## src/rtl/register_file.sv

```systemverilog
// General-purpose register bank: one synchronous write port, two combinational read ports.
// There is no write-through bypass, so a same-cycle read returns the old value until the edge.
module register_file #(
    parameter int DATA_WIDTH = 16,
    parameter int ADDR_WIDTH = 3,
    parameter int REG_COUNT  = 2**ADDR_WIDTH
) (
    input  logic                  clk,
    input  logic                  rst_n,
    input  logic                  WE,
    input  logic [ADDR_WIDTH-1:0] WR_addr,
    input  logic [DATA_WIDTH-1:0] WR_data,
    input  logic [ADDR_WIDTH-1:0] RA_addr,
    input  logic [ADDR_WIDTH-1:0] RB_addr,
    output logic [DATA_WIDTH-1:0] RA_data,
    output logic [DATA_WIDTH-1:0] RB_data
);

    logic [DATA_WIDTH-1:0] r_regs [REG_COUNT];

    always_ff @(posedge clk or negedge rst_n) begin
        if (!rst_n) begin
            for (int i = 0; i < REG_COUNT; i++) begin
                r_regs[i] <= '0;
            end
        end else if (WE) begin
            r_regs[WR_addr] <= WR_data;
        end
    end

    assign RA_data = r_regs[RA_addr];
    assign RB_data = r_regs[RB_addr];

endmodule

```

## config.mk

```make
export PLATFORM = sky130hd
export DESIGN_NAME = register_file
export DESIGN_NICKNAME = d
export VERILOG_FILES = /design/src/rtl/register_file.sv
export SDC_FILE = /design/constraint.sdc
export NUM_CORES = 1
export LEC_CHECK = 0
export BUFFER_PORTS_ARGS = -buffer_cell sky130_fd_sc_hd__buf_4
export CAP_MARGIN = 10
export CORE_UTILIZATION = 25
export DETAILED_ROUTE_END_ITERATION = 8
export GPL_ROUTABILITY_DRIVEN = 0
export GPL_TIMING_DRIVEN = 0
export PLACE_DENSITY = 0.42
export REMOVE_ABC_BUFFERS = 1
export SLEW_MARGIN = 10
export SYNTH_ARGS = -nofsm -noshare
export SYNTH_HDL_FRONTEND = slang
export SYNTH_SLANG_ARGS = --single-unit
```

## constraint.sdc

```tcl
create_clock -name clk -period 3.7 [get_ports clk]
set_input_delay 0.555 -clock clk [delete_from_list [all_inputs] [get_ports clk]]
set_output_delay 0.555 -clock clk [all_outputs]
set_load 0.01 [all_outputs]
```

# ---- Word-level counts from Yosys, hierarchy flattened
# Index checks and enable logic that the tools add are counted.
dict set report word_totals {
  ram_bits 0
  rom_bits 0
  register_bits 128
  latch_bits 0
  memories 0
  elab_cells 25
  output_inout_bits 32
}
dict set report classes {
  n_lt_le_gt_ge 4
  mux 9
  n_shift 0
  div 0
  eq_ne 0
  n_bitwise 3
  multipliers 0
  add_sub_neg 0
  reduce_logical 1
}
# op n
set ops {}
lappend ops {{$bwmux 128} 1}
lappend ops {{$bmux 16 s3} 2}
lappend ops {{$mux 16} 5}
lappend ops {{$demux 16 s3} 1}
lappend ops {{$ge 4x4->1 const B} 3}
lappend ops {{$not 3->4} 3}
lappend ops {{$lt 4x1->1 const B} 1}
lappend ops {{$logic_and 1x1->1} 1}

# ---- Depth between registers and ports, before layout
dict set report depth {
  depth_word 6
  ltp_mapped 5
  depth_no_buf 2
}

# ---- Least setup slack after synthesis
# Ideal clock, no wire load.
dict set report synth_timing {
  path_kind {input -> output}
  startpoint {input RA_addr[0]}
  endpoint {output RA_data[1]}
  required_time_ns 3.145
  stages 4
  setup_slack_ns 1.518
  t_arrival_ns 1.627
  path_cell_list {buf_6 > buf_6 > mux4_1 > mux2_2}
}
dict set report synth_between {
  elab_chain_len 4
}
# item line_no
set synth_rtl {}
lappend synth_rtl {{start, declared} 13} ;# input logic [ADDR_WIDTH-1:0] RA_addr,
lappend synth_rtl {{$not 3->4 (not written as such)} 31} ;# assign RA_data = r_regs[RA_addr];
lappend synth_rtl {{$bmux 16 s3} 31}
lappend synth_rtl {{$mux 16 (not written as such) (2 in series)} 31}
lappend synth_rtl {{end, declared} 15} ;# output logic [DATA_WIDTH-1:0] RA_data,
# Every way passes these cells. The select of a mux whose other input is x is not followed.

# ---- Final worst setup path
dict set report layout_timing {
  startpoint {input RB_addr[0]}
  endpoint {output RB_data[4]}
}
dict set report layout_between {
  elab_chain_len 4
}
# item line_no
set layout_rtl {}
lappend layout_rtl {{start, declared} 14} ;# input logic [ADDR_WIDTH-1:0] RB_addr,
lappend layout_rtl {{$not 3->4 (not written as such)} 32} ;# assign RB_data = r_regs[RB_addr];
lappend layout_rtl {{$bmux 16 s3} 32}
lappend layout_rtl {{$mux 16 (not written as such) (2 in series)} 32}
lappend layout_rtl {{end, declared} 16} ;# output logic [DATA_WIDTH-1:0] RB_data
# Every way passes these cells. The select of a mux whose other input is x is not followed.

==> report_table.html <==
<table>
<tr><th>Metric</th><th>Value</th></tr>
<tr><th colspan="2">Floorplanning</th></tr>
<tr><td>Overall die area</td><td>28,700 sq um</td></tr>
<tr><td>Core Region</td><td>27,200 sq um</td></tr>
<tr><td>Number of core rows</td><td>60</td></tr>
<tr><td>Starting density of the core</td><td>25.8%</td></tr>
<tr><td>Die height</td><td>169 microns</td></tr>
<tr><td>Floorplan die width</td><td>169 microns</td></tr>
<tr><td>Ports</td><td>60</td></tr>
<tr><th colspan="2">Route</th></tr>
<tr><td>Drt via density</td><td>4.74</td></tr>
<tr><td>Met1 wire length</td><td>8250 microns</td></tr>
<tr><td>Routed WL per cell</td><td>21.2 microns</td></tr>
<tr><td>Total via count after detailed routing</td><td>3,927</td></tr>
<tr><td>Top routing layer in use</td><td>met4</td></tr>
<tr><td>Number of nets with antenna violations after detailed routing</td><td>0</td></tr>
<tr><td>Met2 WL</td><td>8420 microns</td></tr>
<tr><td>Number of remaining DRC errors</td><td>0</td></tr>
<tr><td>Routed WL</td><td>17,500 microns</td></tr>
<tr><td>Routed wl met3</td><td>631 microns</td></tr>
<tr><td>Number of DRC violations after detailed-routing iteration 0</td><td>164</td></tr>
<tr><td>TritonRoute pass-1 iters</td><td>4</td></tr>
<tr><th colspan="2">Layout</th></tr>
<tr><td>Utilization after layout</td><td>30.9%</td></tr>
<tr><td>Top library cells by usage in the layout, fill and taps aside</td><td>mux2_2, dfrtp_1, buf_4, mux4_1, clkbuf_16</td></tr>
<tr><td>Finished Cell Area</td><td>8410 sq um</td></tr>
<tr><td>Final cell count without fillers</td><td>828</td></tr>
<tr><td>Final layout net count</td><td>473</td></tr>
<tr><td>Largest register by flop count</td><td>r_regs</td></tr>
<tr><td>Number of flip-flops in the largest register</td><td>128</td></tr>
<tr><td>Number of antenna cells inserted</td><td>0</td></tr>
<tr><td>Share of cells above drive strength 1</td><td>59.4%</td></tr>
<tr><td>Commonest non-fill, non-tap cell in the layout</td><td>mux2_2</td></tr>
<tr><td>P&amp;R area growth vs syn</td><td>20.1%</td></tr>
<tr><td>Largest registers</td><td>r_regs (128)</td></tr>
<tr><th colspan="2">Power</th></tr>
<tr><td>Switching component of the power</td><td>0.00117 W</td></tr>
<tr><td>VDD IR max</td><td>0.185 mV</td></tr>
<tr><td>Pwr Density</td><td>561 nW/um^2</td></tr>
<tr><td>Share of total power in sequential cells</td><td>40.4%</td></tr>
<tr><td>Sw frac</td><td>24.9%</td></tr>
<tr><td>Part of the power in the clock network</td><td>35.9%</td></tr>
<tr><td>Cell Int Power</td><td>0.00354 W</td></tr>
<tr><td>Comb power frac</td><td>23.7%</td></tr>
<tr><td>Static leakage</td><td>3.58 nW</td></tr>
<tr><th colspan="2">STA</th></tr>
<tr><td>Skew final</td><td>0 ps</td></tr>
<tr><td>Setup violations, final</td><td>0</td></tr>
<tr><td>Minimum setup slack in the final design</td><td>924 ps</td></tr>
<tr><td>Highest Clock Rate</td><td>0.360 GHz</td></tr>
<tr><td>Unrepaired setup endpoints after global routing</td><td>no</td></tr>
<tr><td>Slew Limit Headroom</td><td>36.8%</td></tr>
<tr><td>Minimum clock period after layout</td><td>2780 ps</td></tr>
<tr><td>Count of pins over their slew limit</td><td>0</td></tr>
<tr><td>Period utilization</td><td>75.0%</td></tr>
<tr><td>Transition time at the pin with the least slew margin</td><td>946 ps</td></tr>
<tr><td>Final count of hold timing violations</td><td>0</td></tr>
<tr><th colspan="2">Critical path</th></tr>
<tr><td>Critical path fanouts, max</td><td>32</td></tr>
<tr><td>Crit start category</td><td>input pin</td></tr>
<tr><td>Required arrival time at the worst endpoint</td><td>3140 ps</td></tr>
<tr><td>Crit end category</td><td>output pin</td></tr>
<tr><td>Data arrival time of the critical path</td><td>2220 ps</td></tr>
<tr><td>Category of the most critical setup path</td><td>in2out</td></tr>
<tr><th colspan="2">CTS</th></tr>
<tr><td>Insertion delay of the later-clocked pin in the worst-skew pair</td><td>410 ps</td></tr>
<tr><td>Clock-pin slew of the registers on the worst-case setup and hold paths</td><td>50 ps</td></tr>
<tr><td>Clock tree from TritonCTS</td><td>yes</td></tr>
<tr><td>Post-cts resize count</td><td>0</td></tr>
<tr><td>Post-CTS Setup Inserts</td><td>0</td></tr>
<tr><td>Number of clock sinks seen by CTS</td><td>128</td></tr>
<tr><td>Post-cts hold buffer count</td><td>0</td></tr>
<tr><td>Num CTS Buffers</td><td>17</td></tr>
<tr><td>Clock Tree Root</td><td>clkbuf_16</td></tr>
<tr><td>CTS H-Tree Depth</td><td>4</td></tr>
<tr><td>Clock buffer depth</td><td>2</td></tr>
<tr><th colspan="2">Global routing</th></tr>
<tr><td>GRT Residual Overflow</td><td>0</td></tr>
<tr><td>Vias in the first global route</td><td>4,219</td></tr>
<tr><td>Tot GR Track Use</td><td>13.0%</td></tr>
<tr><td>Largest net degree at the start of global routing</td><td>90</td></tr>
<tr><td>Initial antenna violation count</td><td>0</td></tr>
<tr><td>Wire length of the first global-routing pass</td><td>26,700 microns</td></tr>
<tr><th colspan="2">Synthesis</th></tr>
<tr><td>Post-Syn Area per Cell</td><td>17.8 sq um</td></tr>
<tr><td>Number of synthesis warnings</td><td>0</td></tr>
<tr><td>Number of library cell types mapped by synthesis</td><td>15</td></tr>
<tr><td>Share of the yosys chip area belonging to registers</td><td>45.8%</td></tr>
<tr><td>Cell area after synthesis</td><td>7000 sq um</td></tr>
<tr><td>Post-synthesis register bit count</td><td>128</td></tr>
<tr><td>Post-Syn Instances</td><td>393</td></tr>
<tr><th colspan="2">Status</th></tr>
<tr><td>Run status</td><td>finished, final reports clean</td></tr>
<tr><th colspan="2">Place</th></tr>
<tr><td>Worst slack after detailed placement</td><td>910 ps</td></tr>
<tr><td>Number of placed cells counting well taps</td><td>798</td></tr>
<tr><td>Number of buffers inserted by port buffering</td><td>59</td></tr>
<tr><td>Detailed placement HPWL</td><td>10,200 microns</td></tr>
<tr><td>Instance area at placement</td><td>7810 sq um</td></tr>
<tr><th colspan="2">Flow run</th></tr>
<tr><td>Number of max-capacitance violations reported</td><td>0</td></tr>
<tr><th colspan="2">Min path</th></tr>
<tr><td>Class of the most critical hold timing path</td><td>in2async</td></tr>
</table>
-- synth_stat cells --
library cell / n / area, sq um
buf_2: 8 / 40.0
buf_4: 5 / 37.5
nand4_2: 1 / 12.5
nor4bb_1: 2 / 20.0
nor4b_4: 1 / 23.8
nand4b_2: 3 / 45.0
mux2_2: 160 / 1800
clkbuf_2: 2 / 10.0
buf_1: 5 / 18.8
mux4_1: 56 / 1470
mux4_2: 8 / 180
and4bb_2: 1 / 12.5
dfrtp_1: 128 / 3200
clkbuf_1: 3 / 11.3
buf_6: 10 / 113
-- logic make-up (layout without fill, tap and decap cells) --
| logic type | count (synthesis) | in the layout | share of synthesized area, % |
|---|---|---|---|
| flip-flops | 128 | 128 | 45.8 |
| multiplexers | 224 | 224 | 49.3 |
| buffers and inverters | 33 | 96 | 3.29 |
| AND/OR/NAND/NOR | 8 | 8 | 1.63 |
-- layout make-up --
type,instances,area (sq um)
clock inverter,5,75.1
sequential,128,3200
multi-input combinational,232,3600
fill,2711,18800
timing repair buffer,66,542
clock buffer,25,526
tap,372,465
-- per-stage QoR --
| stage | power (W) | hold slack (ps) | setup TNS, ps |
|---|---|---|---|
| 2_1_floorplan | 0.00260 | 259 | 0 |
| 3_3_place_gp | 0.00301 | 493 | -50520 |
| 3_5_place_dp | 0.00307 | 499 | 0 |
| 4_1_cts | 0.00479 | 54.4 | 0 |
| 5_1_grt | 0.00496 | 62.8 | 0 |
| 6_report | 0.00472 | 53.2 | 0 |
-- critical path, cell delays in order --
cell	delay [ps]
buf_4	510
mux4_1	670
mux2_2	310
buf_4	150
-- path summary, 6_finish.rpt --
| path | from | end | slack (ps) | depth (start not counted) |
|---|---|---|---|---|
| worst min register to register | r_regs[105] | r_regs[105] | 520 | 1 |
| worst min-delay path | rst_n | r_regs[29] | 50 | 1 |
| min in group clk | WR_data[11] | r_regs[107] | 440 | 2 |
| worst max-delay path | RB_addr[0] | RB_data[4] | 920 | 4 |
| max in group asynchronous | rst_n | r_regs[49] | 2870 | 2 |
| worst max register to register | r_regs[23] | r_regs[23] | 2910 | 1 |
-- power groups by stage --
stage                     combinational [W]  clock (W)  sequential [W]
final                               0.00112    0.00169         0.00191
after global routing                0.00121    0.00180         0.00195
after CTS                           0.00115    0.00174         0.00190
after detailed placement            0.00114          0         0.00193
after global placement              0.00111          0         0.00189
after floorplan                    0.000742          0         0.00186
-- layer usage --
layer | vias up | GRT usage [%]
met5 | - | 0
met4 | 0 | 3.84
met3 | 14 | 3.08
met2 | 86 | 20.5
met1 | 2116 | 17.6
li1 | 1711 | -
(Power assumes the default switching activity.)
